`config.mk`:
```
export PLATFORM = sky130hd
export DESIGN_NAME = ray_marcher
export DESIGN_NICKNAME = d
export VERILOG_FILES = /design/src/rtl/ray_marcher.sv
export SDC_FILE = /design/constraint.sdc
export NUM_CORES = 1
export LEC_CHECK = 0
export CAP_MARGIN = 20
export CORE_UTILIZATION = 40
export CTS_CLUSTER_SIZE = 20
export DETAILED_ROUTE_END_ITERATION = 10
export MAX_ROUTING_LAYER = met4
export PLACE_DENSITY = 0.65
export RECOVER_POWER = 25
export SLEW_MARGIN = 20
export SYNTH_ARGS = -nofsm -noshare
export SYNTH_HDL_FRONTEND = slang
export SYNTH_SLANG_ARGS = --single-unit
```
`constraint.sdc`:
```
create_clock -name clk_i -period 8.55 [get_ports clk_i]
set_input_delay 1.71 -clock clk_i [delete_from_list [all_inputs] [get_ports clk_i]]
set_output_delay 1.71 -clock clk_i [all_outputs]
set_load 0.02 [all_outputs]
```
`src/rtl/ray_marcher.sv`:
```
// ray_marcher: fixed-point ray marcher, one ray per start/done transaction.
//
// Walks a ray from the player position in fixed steps of STEP. At each probe
// it forms pos = player + (dir * d) >>> FRAC_BITS, converts the position to a
// map cell and reads that cell from an external map RAM. The march stops on a
// wall, when the ray leaves the map, or when the distance reaches MAX_DIST. A
// restoring radix-2 divider then forms q = HEIGHT_K / d, and the wall top row
// is HORIZON - q, clamped to 0.
//
// Optional feature: define RAYCAST_SIDE_EN to report the wall face
// orientation on hit_side_o. With the macro undefined, hit_side_o is tied 0.
//
// Ports:
//   clk_i         clock
//   rst_ni        asynchronous active-low reset; abandons a ray in flight
//   start_i       launch a ray (sampled only while idle)
//   player_x_i/y  unsigned fixed-point player position
//   dir_x_i/y     signed fixed-point ray direction
//   busy_o        high whenever a ray is in flight
//   map_rd_o      map read strobe; map_wall_i is valid the following cycle
//   map_addr_o    cell_y * MAP_W + cell_x
//   map_wall_i    map data for the previous read
//   done_o        one-cycle pulse; dist_o/top_o/hit_edge_o/hit_side_o valid
//   dist_o        hit distance (MAX_DIST on edge or cap)
//   top_o         wall top screen row
//   hit_edge_o    ray left the map or reached the distance cap
//   hit_side_o    wall face crossed in x only (RAYCAST_SIDE_EN builds)
module ray_marcher #(
  parameter int unsigned FRAC_BITS = 5,
  parameter int unsigned POS_W     = 32,
  parameter int unsigned DIR_W     = 16,
  parameter int unsigned DIST_W    = 13,
  parameter int unsigned MAP_W     = 8,
  parameter int unsigned MAP_H     = 8,
  parameter int unsigned STEP      = 8,
  parameter int unsigned MAX_DIST  = 512,
  parameter int unsigned HORIZON   = 7680,
  parameter int unsigned HEIGHT_K  = 245760,
  parameter int unsigned Q_W       = 20
) (
  input  logic                              clk_i,
  input  logic                              rst_ni,
  input  logic                              start_i,
  input  logic [POS_W-1:0]                  player_x_i,
  input  logic [POS_W-1:0]                  player_y_i,
  input  logic signed [DIR_W-1:0]           dir_x_i,
  input  logic signed [DIR_W-1:0]           dir_y_i,
  output logic                              busy_o,
  output logic                              map_rd_o,
  output logic [$clog2(MAP_W*MAP_H)-1:0]    map_addr_o,
  input  logic                              map_wall_i,
  output logic                              done_o,
  output logic [DIST_W-1:0]                 dist_o,
  output logic [Q_W-1:0]                    top_o,
  output logic                              hit_edge_o,
  output logic                              hit_side_o
);

  // Positions carry one extra bit so a step behind the player can go negative.
  localparam int unsigned PW     = POS_W + 1;
  localparam int unsigned PROD_W = DIR_W + DIST_W + 1;
  localparam int unsigned XB     = $clog2(MAP_W);
  localparam int unsigned YB     = $clog2(MAP_H);
  localparam int unsigned CNT_W  = $clog2(Q_W + 1);

  typedef enum logic [2:0] {
    StIdle,
    StMult,
    StAddr,
    StCheck,
    StDiv,
    StDone
  } state_e;

  state_e                   state_q;
  logic [POS_W-1:0]         px_q, py_q;
  logic signed [DIR_W-1:0]  dx_q, dy_q;
  logic [DIST_W-1:0]        d_q;
  logic signed [PW-1:0]     cell_x_q, cell_y_q;
  logic                     edge_q;
  logic [DIST_W-1:0]        rem_q;
  logic [Q_W-1:0]           quo_q;
  logic [CNT_W-1:0]         cnt_q;
  logic                     done_q;
  logic [DIST_W-1:0]        dist_q;
  logic [Q_W-1:0]           top_q;
  logic                     hit_edge_q;

`ifdef RAYCAST_SIDE_EN
  logic signed [PW-1:0]     prev_x_q, prev_y_q;
  logic                     side_q;
  logic                     hit_side_q;
`endif

  // Probe position for the current distance.
  logic signed [PROD_W-1:0] dx_ext, dy_ext, d_ext, prod_x, prod_y;
  logic signed [PW-1:0]     pos_x, pos_y, cell_x_n, cell_y_n;

  always_comb begin
    dx_ext   = PROD_W'(dx_q);
    dy_ext   = PROD_W'(dy_q);
    d_ext    = PROD_W'({1'b0, d_q});
    prod_x   = dx_ext * d_ext;
    prod_y   = dy_ext * d_ext;
    pos_x    = $signed({1'b0, px_q}) + PW'(prod_x >>> FRAC_BITS);
    pos_y    = $signed({1'b0, py_q}) + PW'(prod_y >>> FRAC_BITS);
    cell_x_n = pos_x >>> FRAC_BITS;
    cell_y_n = pos_y >>> FRAC_BITS;
  end

  // Map dimensions are powers of two: a cell is inside iff it is non-negative
  // and has no bits set above the index field.
  logic out_of_map;

  always_comb begin
    out_of_map = cell_x_q[PW-1] | (|cell_x_q[PW-2:XB]) |
                 cell_y_q[PW-1] | (|cell_y_q[PW-2:YB]);
  end

  logic [DIST_W:0] d_plus;
  logic            cap_hit;

  always_comb begin
    d_plus  = {1'b0, d_q} + (DIST_W+1)'(STEP);
    cap_hit = d_plus >= (DIST_W+1)'(MAX_DIST);
  end

  // One restoring-division step: the dividend shifts out of quo_q's MSB into
  // the partial remainder while quotient bits shift in at the LSB.
  logic [DIST_W:0]   trial;
  logic              div_ge;
  logic [DIST_W-1:0] rem_step;
  logic [Q_W-1:0]    quo_step;
  logic [Q_W-1:0]    top_n;

  always_comb begin
    trial    = {rem_q, quo_q[Q_W-1]};
    div_ge   = trial >= {1'b0, d_q};
    rem_step = div_ge ? DIST_W'(trial - {1'b0, d_q}) : DIST_W'(trial);
    quo_step = {quo_q[Q_W-2:0], div_ge};
    // d = 0 means the player stands inside a wall; the quotient is meaningless.
    if ((d_q == '0) || (quo_step > Q_W'(HORIZON))) begin
      top_n = '0;
    end else begin
      top_n = Q_W'(HORIZON) - quo_step;
    end
  end

  always_ff @(posedge clk_i or negedge rst_ni) begin
    if (!rst_ni) begin
      state_q    <= StIdle;
      px_q       <= '0;
      py_q       <= '0;
      dx_q       <= '0;
      dy_q       <= '0;
      d_q        <= '0;
      cell_x_q   <= '0;
      cell_y_q   <= '0;
      edge_q     <= 1'b0;
      rem_q      <= '0;
      quo_q      <= '0;
      cnt_q      <= '0;
      done_q     <= 1'b0;
      dist_q     <= '0;
      top_q      <= '0;
      hit_edge_q <= 1'b0;
`ifdef RAYCAST_SIDE_EN
      prev_x_q   <= '0;
      prev_y_q   <= '0;
      side_q     <= 1'b0;
      hit_side_q <= 1'b0;
`endif
    end else begin
      done_q <= 1'b0;
      unique case (state_q)
        StIdle: begin
          if (start_i) begin
            px_q    <= player_x_i;
            py_q    <= player_y_i;
            dx_q    <= dir_x_i;
            dy_q    <= dir_y_i;
            d_q     <= '0;
            state_q <= StMult;
          end
        end

        StMult: begin
          cell_x_q <= cell_x_n;
          cell_y_q <= cell_y_n;
`ifdef RAYCAST_SIDE_EN
          // The first probe has no predecessor; treat it as unchanged.
          prev_x_q <= (d_q == '0) ? cell_x_n : cell_x_q;
          prev_y_q <= (d_q == '0) ? cell_y_n : cell_y_q;
`endif
          state_q  <= StAddr;
        end

        StAddr: begin
          if (out_of_map) begin
            edge_q  <= 1'b1;
            d_q     <= DIST_W'(MAX_DIST);
            rem_q   <= '0;
            quo_q   <= Q_W'(HEIGHT_K);
            cnt_q   <= '0;
`ifdef RAYCAST_SIDE_EN
            side_q  <= 1'b0;
`endif
            state_q <= StDiv;
          end else begin
            state_q <= StCheck;
          end
        end

        StCheck: begin
          if (map_wall_i) begin
            edge_q  <= 1'b0;
            rem_q   <= '0;
            quo_q   <= Q_W'(HEIGHT_K);
            cnt_q   <= '0;
`ifdef RAYCAST_SIDE_EN
            side_q  <= (cell_x_q != prev_x_q) && (cell_y_q == prev_y_q);
`endif
            state_q <= StDiv;
          end else if (cap_hit) begin
            edge_q  <= 1'b1;
            d_q     <= DIST_W'(MAX_DIST);
            rem_q   <= '0;
            quo_q   <= Q_W'(HEIGHT_K);
            cnt_q   <= '0;
`ifdef RAYCAST_SIDE_EN
            side_q  <= 1'b0;
`endif
            state_q <= StDiv;
          end else begin
            d_q     <= d_plus[DIST_W-1:0];
            state_q <= StMult;
          end
        end

        StDiv: begin
          rem_q <= rem_step;
          quo_q <= quo_step;
          cnt_q <= cnt_q + 1'b1;
          // Results are published on entry to DONE so they are visible with done.
          if (cnt_q == CNT_W'(Q_W - 1)) begin
            dist_q     <= d_q;
            top_q      <= top_n;
            hit_edge_q <= edge_q;
`ifdef RAYCAST_SIDE_EN
            hit_side_q <= side_q;
`endif
            done_q     <= 1'b1;
            state_q    <= StDone;
          end
        end

        StDone: begin
          state_q <= StIdle;
        end

        default: begin
          state_q <= StIdle;
        end
      endcase
    end
  end

  always_comb begin
    busy_o     = (state_q != StIdle);
    map_rd_o   = (state_q == StAddr) && !out_of_map;
    map_addr_o = {cell_y_q[YB-1:0], cell_x_q[XB-1:0]};
    done_o     = done_q;
    dist_o     = dist_q;
    top_o      = top_q;
    hit_edge_o = hit_edge_q;
`ifdef RAYCAST_SIDE_EN
    hit_side_o = hit_side_q;
`else
    hit_side_o = 1'b0;
`endif
  end

endmodule

```
-- Word level (Yosys, flattened, before mapping)
Index checks and enable logic that the tools add are counted.
W data, S select, Z words.
- bits of input ports: 100
- flip-flop bits (word level): 242
- logic and storage cells: 88
- output and inout bits: 44
- bitwise operators: 3
- $lt $le $gt $ge: 3
- reductions and logical operators: 17
- multiply operators: 2
- $add $sub $neg: 6
- equal/unequal tests: 10
- mux-type cells: 31
- operator list (cell ; count):
    $mux W13 ; 8
    $mux W20 ; 4
    $pmux W13 S3 ; 2
    $add A33 B25 Y33 ; 2
    $mul A16 B14 Y30 ; 2
    $pmux W20 S3 ; 1
    $reduce_or A29 Y1 ; 2
    $gt A20 B13 Y1 const B ; 1
    $sub A13 B20 Y20 const A ; 1
    $mux W3 ; 5
    $mux W5 ; 3
    $pmux W3 S5 ; 1
    $pmux W5 S3 ; 1
    $add A13 B4 Y14 const B ; 1
    $ge A14 B10 Y1 const B ; 1
    $ge A14 B13 Y1 ; 1
    $logic_not A13 Y1 ; 1
    $sub A13 B13 Y13 ; 1
    $reduce_bool A3 Y1 ; 3
    $ne A2 B2 Y1 const B ; 4
    $eq A3 B2 Y1 const B ; 2
    $reduce_and A2 Y1 ; 3
    $reduce_and A3 Y1 ; 2
    $add A5 B1 Y5 const B ; 1
    other kinds (13) ; 19

-- Depth between registers and ports, before layout
Gate-level depths: netlist of the first run.
- depth in word-level cells: 6
- mapped depth: 33
- mapped depth without buffers: 32

-- Least setup slack after synthesis of the first run
Ideal clock, no wire load.
- kind: register to register
- start point: register d_q[6]
- end point: register cell_x_q[25]
- stages on the path, launching flop included: 29
- period minus slack after synthesis: 7649 ps
- path buffers: 2
- library setup time: 128 ps
- arrival: 7521 ps
- setup slack: 901 ps
- data required time: 8422 ps
- cell sequence: dfrtp_1 clkbuf_1 buf_1 nand2_1 fa_1 fa_1 fa_1 inv_1 fa_1 fa_1 ha_1 ha_1 a21o_1 or4_1 a211oi_1 nor2_1 a21oi_1 xnor2_1 ha_1 or2_1 a21oi_2 nor2_2 a211o_1 a311o_2 a21oi_4 o211ai_4 a41oi_2 mux2i_1 nand3_1
- word-level cells in the longest chain between the ends: 2
- ends and longest elaborated chain (item ; RTL line ; text):
    start, declared ; 78 ; logic [DIST_W-1:0] d_q;
    start signal, assigned ; 201 ; d_q <= DIST_W'(MAX_DIST);
    start signal, assigned ; 226 ; d_q <= DIST_W'(MAX_DIST);
    start signal, assigned ; 235 ; d_q <= d_plus[DIST_W-1:0];
    $mul A16 B14 Y30 ; 103 ; prod_x = dx_ext * d_ext;
    $add A33 B25 Y33 ; 105 ; pos_x = $signed({1'b0, px_q}) + PW'(prod_x >>> FRAC_BITS);
    end signal, assigned ; 188 ; cell_x_q <= cell_x_n;
    end, declared ; 79 ; logic signed [PW-1:0] cell_x_q, cell_y_q;
No other way between the ends.
A chain may end at the register's enable or synchronous reset.

-- Worst setup path after layout of the first run
- start point: register d_q[6]
- end point: register cell_y_q[24]
- word-level cells in the longest chain between the ends: 2
- ends and longest elaborated chain (item ; RTL line ; text):
    $mul A16 B14 Y30 ; 104 ; prod_y = dy_ext * d_ext;
    $add A33 B25 Y33 ; 106 ; pos_y = $signed({1'b0, py_q}) + PW'(prod_y >>> FRAC_BITS);
    end signal, assigned ; 189 ; cell_y_q <= cell_y_n;
    end, declared ; 79 ;
No other way between the ends.

==> results_dict.tcl, run 1 <==
set metrics [dict create \
    grt_start_max_net_pins 141 \
    slew_headroom -2.667 \
    yosys_most_used_dff "dfrtp_1" \
    synthesis.area_mm2 0.02599 \
    place_ws_ns 0.2893 \
    synth_area_leader_cell "dfrtp_1" \
    finalInstanceArea_mm2 0.02936 \
    antenna_left 0 \
    postCtsResizedCells 0 \
    achievable-frequency_mhz 124.7 \
    rsz0062_at_grt "false" \
    p_per_area_mw_per_mm2 331.2 \
    first_global_vias 19830 \
    mean_post_synth_cell_area_um2 9.691 \
    global_route.overflow_total 0 \
    die_h_um 256.9 \
    core_area_mm2 0.06435 \
    drt-pass1-iter-count 6 \
    drtIter0Drc 896 \
    synth.top_cells.by_count "nand2_1, ha_1, fa_1" \
    worstPathArrival_ns 8.47 \
    clk_pin_slew_ns 0.06 \
    synthMostInstantiatedCell "nand2_1" \
    floorplan.rows 93 \
    synthesis_to_layout_area_growth_pct 12.97 \
    die-area_mm2 0.06600 \
    worstHoldStart "hit_edge_o" \
    r2r.worst_path.cells 27 \
    min_period_over_period 0.9382 \
    hold_class "reg -> reg" \
    leakagePower_nw 14.91 \
    holdBufCountCts 0 \
    start_kind "flip-flop" \
    clock_latency_ns 0.59 \
    drt-vias-per-instance 5.170 \
    violations "capacitance limit, slew limit" \
    antenna_found_initial 2 \
    net-switching-power_w 0.004637 \
    setup.worst_path.class "reg -> reg" \
    cts_buf_count 29 \
    reg2reg_to "cell_y_q[24]" \
    n_fill_cell 6029 \
    synth-edff-count 0 \
    routed_wl_um 61190 \
    cp_max_fo 13 \
    pwr-share-seq 0.228 \
    boundaryPins 144 \
    power_switching_share 0.4767 \
    max_slew.worst_pin.slew_ns 5.500 \
    cp-end-kind "flip-flop" \
    ys_async_sr_fraction 1.000 \
    tritoncts_num_sinks 236 \
    detail_route.wl_per_cell_um 16.69 \
    clock_tree.root_cell "clkbuf_16" \
    setup.reg_to_reg.worst_slack_ns 0.53 \
    place_hpwl_um 49190 \
    status "complete, but fails checks" \
    synthCells 2682 \
    hold_violations 0 \
    power_frac_clock 0.134 \
    route.vias.total 18960 \
    post_dp_cell_area_mm2 0.02833 \
    grt_pass1_wl_um 101300 \
    power.ir.vdd_worst_uv 235.7 \
    timing.final.crit_period_ns 8.021 \
    yosys_register_bits 236 \
    timing_max_transition_violations_final 98 \
    tns_ns 0 \
    synth_warnings 0 \
    fin_worst_skew_ns 0.01747 \
    initial_core_utilization 0.4039 \
    setup_violating_endpoint_count_in_the_final_report 0 \
    place.gp.congestion 0.8598 \
    hold_end "hit_edge_o" \
    finish.net_count 3498 \
    cell_internal_pwr_w 0.005089 \
    fp.dieW_um 256.9 \
    drive_gt1_frac 0.07405 \
    reg2reg_from "d_q[6]" \
    hold_depth 2 \
    yosys-top-cells-area "dfrtp_1, fa_1, ha_1, nand2_1, mux2_2" \
    p_comb_frac 0.638 \
    globalRouteTotalUtil 0.1937 \
    io_buffer_count 139 \
    synth.yosys.seq_area_share 0.2272 \
    cts_max_level 1 \
    cts-root-to-sink-buffers 3 \
    critPathRequiredTime_ns 9.00 \
    cap_violations 1 \
    synthDominantCellAreaShare 0.2272 \
    remaining_drc_errors 0 \
    cts_tree "done" \
    postCtsSetupBuffers 0 \
    setup_slack_ns 0.5285 \
    yosysUniqueCellTypes 76 \
]
-- stage by stage --
step                std cells  hold WS, ns    util  power [W]
CTS                      3663       0.4788  0.4557   0.009763
finish                   3666       0.4715  0.4563   0.009726
global placement         3614       0.4618  0.4403   0.008197
detailed placement       3614       0.4647  0.4403   0.008385
floorplan                2716       0.4494       -   0.006735
global route             3666       0.4984  0.4563    0.01061
-- how the worst max path moves through the flow --
stage	from	end	cells after the start
after floorplan	d_q[6]	cell_x_q[25]	28
after global placement	d_q[6]	cell_y_q[24]	27
after detailed placement	d_q[6]	cell_y_q[24]	27
after CTS	d_q[6]	cell_y_q[24]	27
after global routing	d_q[6]	cell_y_q[24]	27
final	d_q[6]	cell_y_q[24]	27
-- layer usage --
layer / share of wire / GRT usage
met1: 0.43 / 0.2408
met4: 0.031 / 0.05853
met2: 0.50 / 0.3314
met3: 0.037 / 0.02049
met5: 0 / -
-- logic make-up (layout without fill, tap and decap cells) --
logic type / count (synthesis) / in the layout / share of synthesized area
AND/OR/NAND/NOR: 772 / 772 / 0.1421
adder cells (fa/ha/maj): 607 / 607 / 0.3754
AO/OA/AOI/OAI: 416 / 416 / 0.1022
buffers and inverters: 402 / 495 / 0.05965
flip-flops: 236 / 236 / 0.2272
XOR/XNOR: 139 / 139 / 0.04684
multiplexers: 108 / 108 / 0.04626
other: 2 / 38 / 0.0002890
-- power groups by stage --
stage | combinational (W) | clock (W) | sequential (W)
after CTS | 0.00620 | 0.00135 | 0.00222
after global routing | 0.00693 | 0.00138 | 0.00230
after global placement | 0.00598 | 0 | 0.00222
final | 0.00621 | 0.00130 | 0.00221
after floorplan | 0.00488 | 0 | 0.00185
after detailed placement | 0.00615 | 0 | 0.00223
-- cell type report --
class	instances	area (um2)	area share
timing repair buffer	168	1637	0.05574
antenna	2	5.005	0.0001705
sequential	236	5913	0.2014
clock inverter	11	168.9	0.005753
multi-input combinational	2078	18710	0.6371
inverter	278	1044	0.03554
tap	855	1070	0.03643
clock buffer	38	819.5	0.02791
-- placed cells by master, fill, tap and decap left out, drive strengths merged, types with 28 or more instances in the layout --
cell / instances
a21o: 64
fa: 288
a21oi: 88
buf: 28
o21ai: 159
ha: 319
xor2: 58
dfrtp: 236
nand2: 374
clkdlybuf4s50: 138
clkbuf: 40
conb: 36
and2: 165
mux2: 97
nor2: 70
inv: 281
xnor2: 81
-- worst max-delay path, stage by stage, from the launching register on --
cell,delay [ns]
dfrtp_2,0.51
buf_4,0.26
nand2_1,0.11
fa_1,0.52
fa_1,0.41
inv_1,0.09
fa_1,0.44
fa_1,0.57
fa_1,0.45
ha_1,0.30
ha_1,0.21
or3_1,0.42
o31ai_4,0.24
o21ai_1,0.17
a221o_1,0.48
a21o_1,0.22
a21oi_1,0.17
xnor2_1,0.17
ha_1,0.33
a21o_1,0.18
a21oi_1,0.24
o21bai_1,0.12
a21oi_2,0.22
a31oi_4,0.13
or4_1,0.49
a31oi_1,0.20
xor2_1,0.16
o21ai_1,0.07
-- flip-flops by register name (all words and copies together) (netlist names), 5 cells and up --
register / count
cell_x_q: 28
d_q: 10
dx_q: 16
quo_q: 20
dist_o: 10
cnt_q: 5
dy_q: 16
top_o: 20
px_q: 32
rem_q: 13
cell_y_q: 28
py_q: 32
Power figures use the tool's default switching activity.
==> inputs of run 2 (changes only) <==
Settings changed: CORE_MARGIN set to 3.
==> run 2 against run 1 <==
  * First-iteration DRC count is 16% higher
  * Final area is 0.22% lower
  * Sequential power hardly changed
  * Setup slack worse by 0.099 ns
  * Non-clock buffer count is 3 lower
  * Worst hold slack better by 0.010 ns
  * Clock skew is 0.0056 ns higher
  * The run still ends with capacitance limit, slew limit left
  * Critical path type unchanged
  * Maximum frequency is 1.2% lower
==> results_dict.tcl, run 2 (synthesized netlist as in run 1, its figures left out) <==
set metrics [dict create \
    fp.dieW_um 260.9 \
    place_hpwl_um 49650 \
    global_route.overflow_total 0 \
    grt_pass1_wl_um 102500 \
    p_per_area_mw_per_mm2 330.5 \
    cts_max_level 1 \
    detail_route.wl_per_cell_um 17.07 \
    core_area_mm2 0.06366 \
    post_dp_cell_area_mm2 0.02831 \
    leakagePower_nw 14.88 \
    setup.worst_path.class "reg -> reg" \
    reg2reg_from "d_q[7]" \
    antenna_left 0 \
    critPathRequiredTime_ns 9.00 \
    slew_headroom -1.988 \
    routed_wl_um 62420 \
    worstHoldStart "top_o[19]" \
    total_instance_count_after_detailed_placement 3603 \
    drt-pass1-iter-count 5 \
    cts_buf_count 30 \
    largest_registers "px_q (32), py_q (32)" \
    rsz0062_at_grt "false" \
    final_cell_mix "nand2_1, ha_1, fa_1" \
    setup_violating_endpoint_count_in_the_final_report 0 \
    cap_violations 2 \
    utilization 0.4603 \
    crit_path_frequent_cell "fa_1" \
    boundaryPins 144 \
    cp-end-kind "flip-flop" \
    timing_max_transition_violations_final 239 \
    tritoncts_num_sinks 236 \
    die_h_um 260.9 \
    slowest_delay_ns 0.55 \
    floorplan.rows 92 \
    status "complete, but fails checks" \
    remaining_drc_errors 0 \
    max_slew.worst_pin.slew_ns 4.483 \
    finish.net_count 3496 \
    io_buffer_count 139 \
    first_global_vias 19870 \
    hold_violations 0 \
    antenna_found_initial 1 \
    finalInstanceArea_mm2 0.02930 \
    hold_class "reg -> reg" \
    synthesis_to_layout_area_growth_pct 12.73 \
    drtIter0Drc 1036 \
    start_kind "flip-flop" \
    clock_latency_ns 0.60 \
    cts-root-to-sink-buffers 3 \
    drt-vias-per-instance 5.191 \
    route.vias.total 18980 \
    mostFrequentLayoutCell "nand2_1" \
    cp_max_fo 18 \
    timing.final.crit_period_ns 8.121 \
    postCtsSetupBuffers 0 \
    min_period_over_period 0.9498 \
    layout.cells.non_filler 3656 \
    fin_worst_skew_ns 0.02306 \
    timing.critical_path.from "d_q[7]" \
    timing.critical_path.slowest_stage_cell "fa_1" \
    drive_gt1_frac 0.07369 \
    place.gp.congestion 0.8664 \
    clk_pin_slew_ns 0.06 \
    power.ir.vdd_worst_uv 196.1 \
    cts_tree "done" \
    worstPathArrival_ns 8.57 \
    achievable-frequency_mhz 123.1 \
    tns_ns 0 \
    violations "capacitance limit, slew limit" \
    clock_tree.root_cell "clkbuf_16" \
    globalRouteTotalUtil 0.1916 \
    grt_start_max_net_pins 157 \
    die-area_mm2 0.06807 \
    initial_core_utilization 0.4083 \
]
-- run 2: timing repair --
item | in CTS | in global routing
setup endpoints to repair | 0 | 15
hold buffers | 0 | 0
endpoints found under the hold margin | 0 | 0
resized for setup | 0 | 10
-- run 2: power breakdown --
group	internal (W)	switching [W]	leakage, nW
clock	0.000753	0.000528	0.492
sequential	0.00160	0.000624	2.90
combinational	0.00269	0.00349	11.5
-- run 2: critical path: cells and delay by family (launching register included) --
family | cells | cell delay (ns)
fa+ha+maj | 8 | 3.37
buf+inv | 4 | 0.60
simple gates | 3 | 0.76
compound gates | 12 | 2.39
xor+xnor | 2 | 0.31
flops | 1 | 0.53
-- run 2: layer usage --
layer | track usage | up-vias | part of all wire
li1 | - | 9027 | -
met1 | 0.2415 | 9445 | 0.43
met2 | 0.3233 | 383 | 0.50
met3 | 0.02193 | 124 | 0.036
met4 | 0.05993 | 0 | 0.035
met5 | - | - | 0
-- run 2: metrics by stage --
| step | worst slack [ns] | power (W) | hold WS [ns] |
|---|---|---|---|
| after global routing | 0.01075 | 0.01060 | 0.5020 |
| final | 0.4294 | 0.009683 | 0.4820 |
| after global placement | 0.2584 | 0.008202 | 0.4605 |
| after detailed placement | 0.1189 | 0.008370 | 0.4694 |
| after CTS | 0.08569 | 0.009732 | 0.4831 |
| after floorplan | 0.9011 | 0.006735 | 0.4494 |
-- run 2: layout make-up --
cell class / count / area, um2
fill: 6007 / 34360
multi-input combinational: 2078 / 18690
sequential: 236 / 5919
timing repair buffer: 165 / 1593
tap: 846 / 1059
inverter: 278 / 1044
clock buffer: 38 / 840.8
clock inverter: 14 / 148.9
antenna: 1 / 2.502
-- run 2: final timing paths --
path	end	slack, ns	cells after the start
max in group asynchronous	d_q[8]	1.58	2
worst max register to register	cell_y_q[24]	0.43	29
min in group asynchronous	top_o[16]	2.71	1
worst min-delay path	top_o[19]	0.48	1
worst min register to register	top_o[19]	0.48	1
worst max-delay path	cell_y_q[24]	0.43	29
==> inputs of run 3 (changes only) <==
Settings changed: SLEW_MARGIN 20 to 30.
==> run 3 against run 2 <==
  * The run still ends with capacitance limit, slew limit left
  * Non-clock buffer count grew 1
  * Utilization is 0.065 points higher
  * Die area unchanged
  * Setup slack better by 0.013 ns
  * Total power increased by 0.34%
  * Critical path depth is 3 lower
  * Register-to-register slack about the same
  * Clock skew shrank 0.0094 ns
  * Combinational power barely moved
  * Largest cell class unchanged
  * Highest routed layer unchanged
==> results_dict.tcl, run 3 (synthesized netlist as in run 1, its figures left out) <==
set metrics [dict create \
    setup.worst_path.class "reg -> reg" \
    min_period_over_period 0.9483 \
    drtIter0Drc 1021 \
    initial_core_utilization 0.4083 \
    route.vias.total 19040 \
    timing.critical_path.slowest_stage_cell "dfrtp_2" \
    cts_buf_count 30 \
    globalRouteTotalUtil 0.1911 \
    n_fill_cell 5968 \
    grt_start_max_net_pins 157 \
    place_ws_ns 0.1145 \
    hold_violations 0 \
    place_hpwl_um 49750 \
    postCtsResizedCells 0 \
    cp-end-kind "flip-flop" \
    hold_depth 1 \
    final_cell_mix "nand2_1, ha_1, fa_1" \
    crit_path_frequent_cell "fa_1" \
    detail_route.wl_per_cell_um 17.11 \
    antenna_left 0 \
    mostFrequentLayoutCell "nand2_1" \
    setup.reg_to_reg.worst_slack_ns 0.44 \
    drt-pass1-iter-count 5 \
    grt_pass1_wl_um 102300 \
    tritoncts_num_sinks 236 \
    reg2reg_to "cell_x_q[21]" \
    slowest_delay_ns 0.65 \
    critical-path-top-delay-family "adder cells" \
    clk_pin_slew_ns 0.06 \
    cts-root-to-sink-buffers 3 \
    p_per_area_mw_per_mm2 331.1 \
    r2r.worst_path.cells 26 \
    max_slew.worst_pin.slew_ns 4.494 \
    rsz0062_at_grt "false" \
    cp.buffers_inverters 1 \
    remaining_drc_errors 0 \
    global_route.overflow_total 0 \
    leakagePower_nw 14.89 \
    drt-vias-per-instance 5.200 \
    status "complete, but fails checks" \
    place.gp.congestion 0.8664 \
    fin_worst_skew_ns 0.01363 \
    reg2reg_from "d_q[8]" \
    cp_max_fo 23 \
    setup_slack_ns 0.4421 \
    holdBufCountCts 0 \
    start_kind "flip-flop" \
    timing_max_transition_violations_final 127 \
    achievable-frequency_mhz 123.3 \
    clock_tree.root_cell "clkbuf_16" \
    io_buffer_count 139 \
    tns_ns 0 \
    power.ir.vdd_worst_uv 198.0 \
    finish.net_count 3497 \
    drive_gt1_frac 0.07394 \
    postCtsSetupBuffers 0 \
    slew_headroom -1.996 \
    fp.dieW_um 260.9 \
    cap_violations 2 \
    floorplan.rows 92 \
    hold_class "reg -> reg" \
    clock_latency_ns 0.60 \
    core_area_mm2 0.06366 \
    synthesis_to_layout_area_growth_pct 12.89 \
    setup_violating_endpoint_count_in_the_final_report 0 \
    worstHoldStart "top_o[17]" \
    cts_tree "done" \
    hold_end "top_o[17]" \
    cts_max_level 1 \
    critPathRequiredTime_ns 9.00 \
    first_global_vias 19880 \
    die-area_mm2 0.06807 \
    largest_registers "px_q (32), py_q (32)" \
    routed_wl_um 62640 \
    timing.final.crit_period_ns 8.108 \
    violations "capacitance limit, slew limit" \
    worstPathArrival_ns 8.56 \
    die_h_um 260.9 \
    boundaryPins 144 \
    antenna_found_initial 3 \
]
-- run 3: changes by cell type in the layout (fill, tap and decap cells not counted), sizes merged --
cell,change
diode,+2
bufinv,+1
buf,+1
clkbuf,+2
-- run 3: area by class of cell --
type	count	area, um2	area share
clock inverters	15	175.2	0.005970
flip-flops and latches	236	5918	0.2017
multi-input cells	2078	18700	0.6374
diodes	3	7.507	0.0002559
well taps	846	1059	0.03608
clock buffers	40	818.3	0.02789
repair buffers	166	1617	0.05510
inverters	278	1044	0.03557
-- run 3: routing by layer --
metal,GRT usage,vias up,part of all wire
met5,-,-,0
met4,0.05714,0,0.030
met3,0.02145,94,0.040
met2,0.3251,420,0.51
met1,0.2401,9500,0.42
li1,-,9028,-
-- run 3: power breakdown --
group	leakage, nW	switching (W)	total (W)	internal [W]
registers	2.90	0.000625	0.00223	0.00160
clock network	0.490	0.000530	0.00129	0.000763
logic	11.5	0.00350	0.00619	0.00269
total	14.9	0.00466	0.00972	0.00506
-- run 3: worst max path at each step --
stage / startpoint / end / slack (ns) / depth (start not counted)
floorplan: d_q[6] / cell_x_q[25] / 0.90 / 28
global placement: d_q[9] / cell_x_q[21] / 0.26 / 26
detailed placement: d_q[9] / cell_x_q[21] / 0.11 / 26
CTS: d_q[9] / cell_x_q[21] / 0.08 / 26
global route: d_q[8] / cell_x_q[24] / 0.01 / 29
finish: d_q[8] / cell_x_q[21] / 0.44 / 26
-- run 3: through the flow --
stage	power (W)	instance area, um2	cells	util	hold WS [ns]
2_1_floorplan	0.006735	26120	2716	-	0.4494
3_3_place_gp	0.008202	28310	3603	0.4447	0.4605
3_5_place_dp	0.008375	28320	3603	0.4448	0.4694
4_1_cts	0.009752	29310	3658	0.4604	0.4828
5_1_grt	0.01062	29340	3662	0.4609	0.5008
6_report	0.009715	29340	3662	0.4609	0.4802
-- run 3: worst register-to-register path: stages, from the launching register on --
cell and delay [ns]:
dfrtp_2 0.65, nand2_1 0.14, fa_1 0.49, fa_1 0.48, fa_1 0.55, inv_1 0.05
fa_1 0.50, fa_1 0.42, ha_1 0.33, ha_1 0.37, a21o_1 0.24, or4_1 0.39
a211oi_1 0.31, nor2_1 0.13, a21oi_1 0.20, xnor2_1 0.17, ha_1 0.30, or2_1 0.27
a21oi_2 0.20, nor2_2 0.06, a211o_1 0.33, a311o_2 0.40, a21oi_4 0.28, o211ai_4 0.14
a31oi_1 0.23, xor2_1 0.27, o21ai_1 0.09
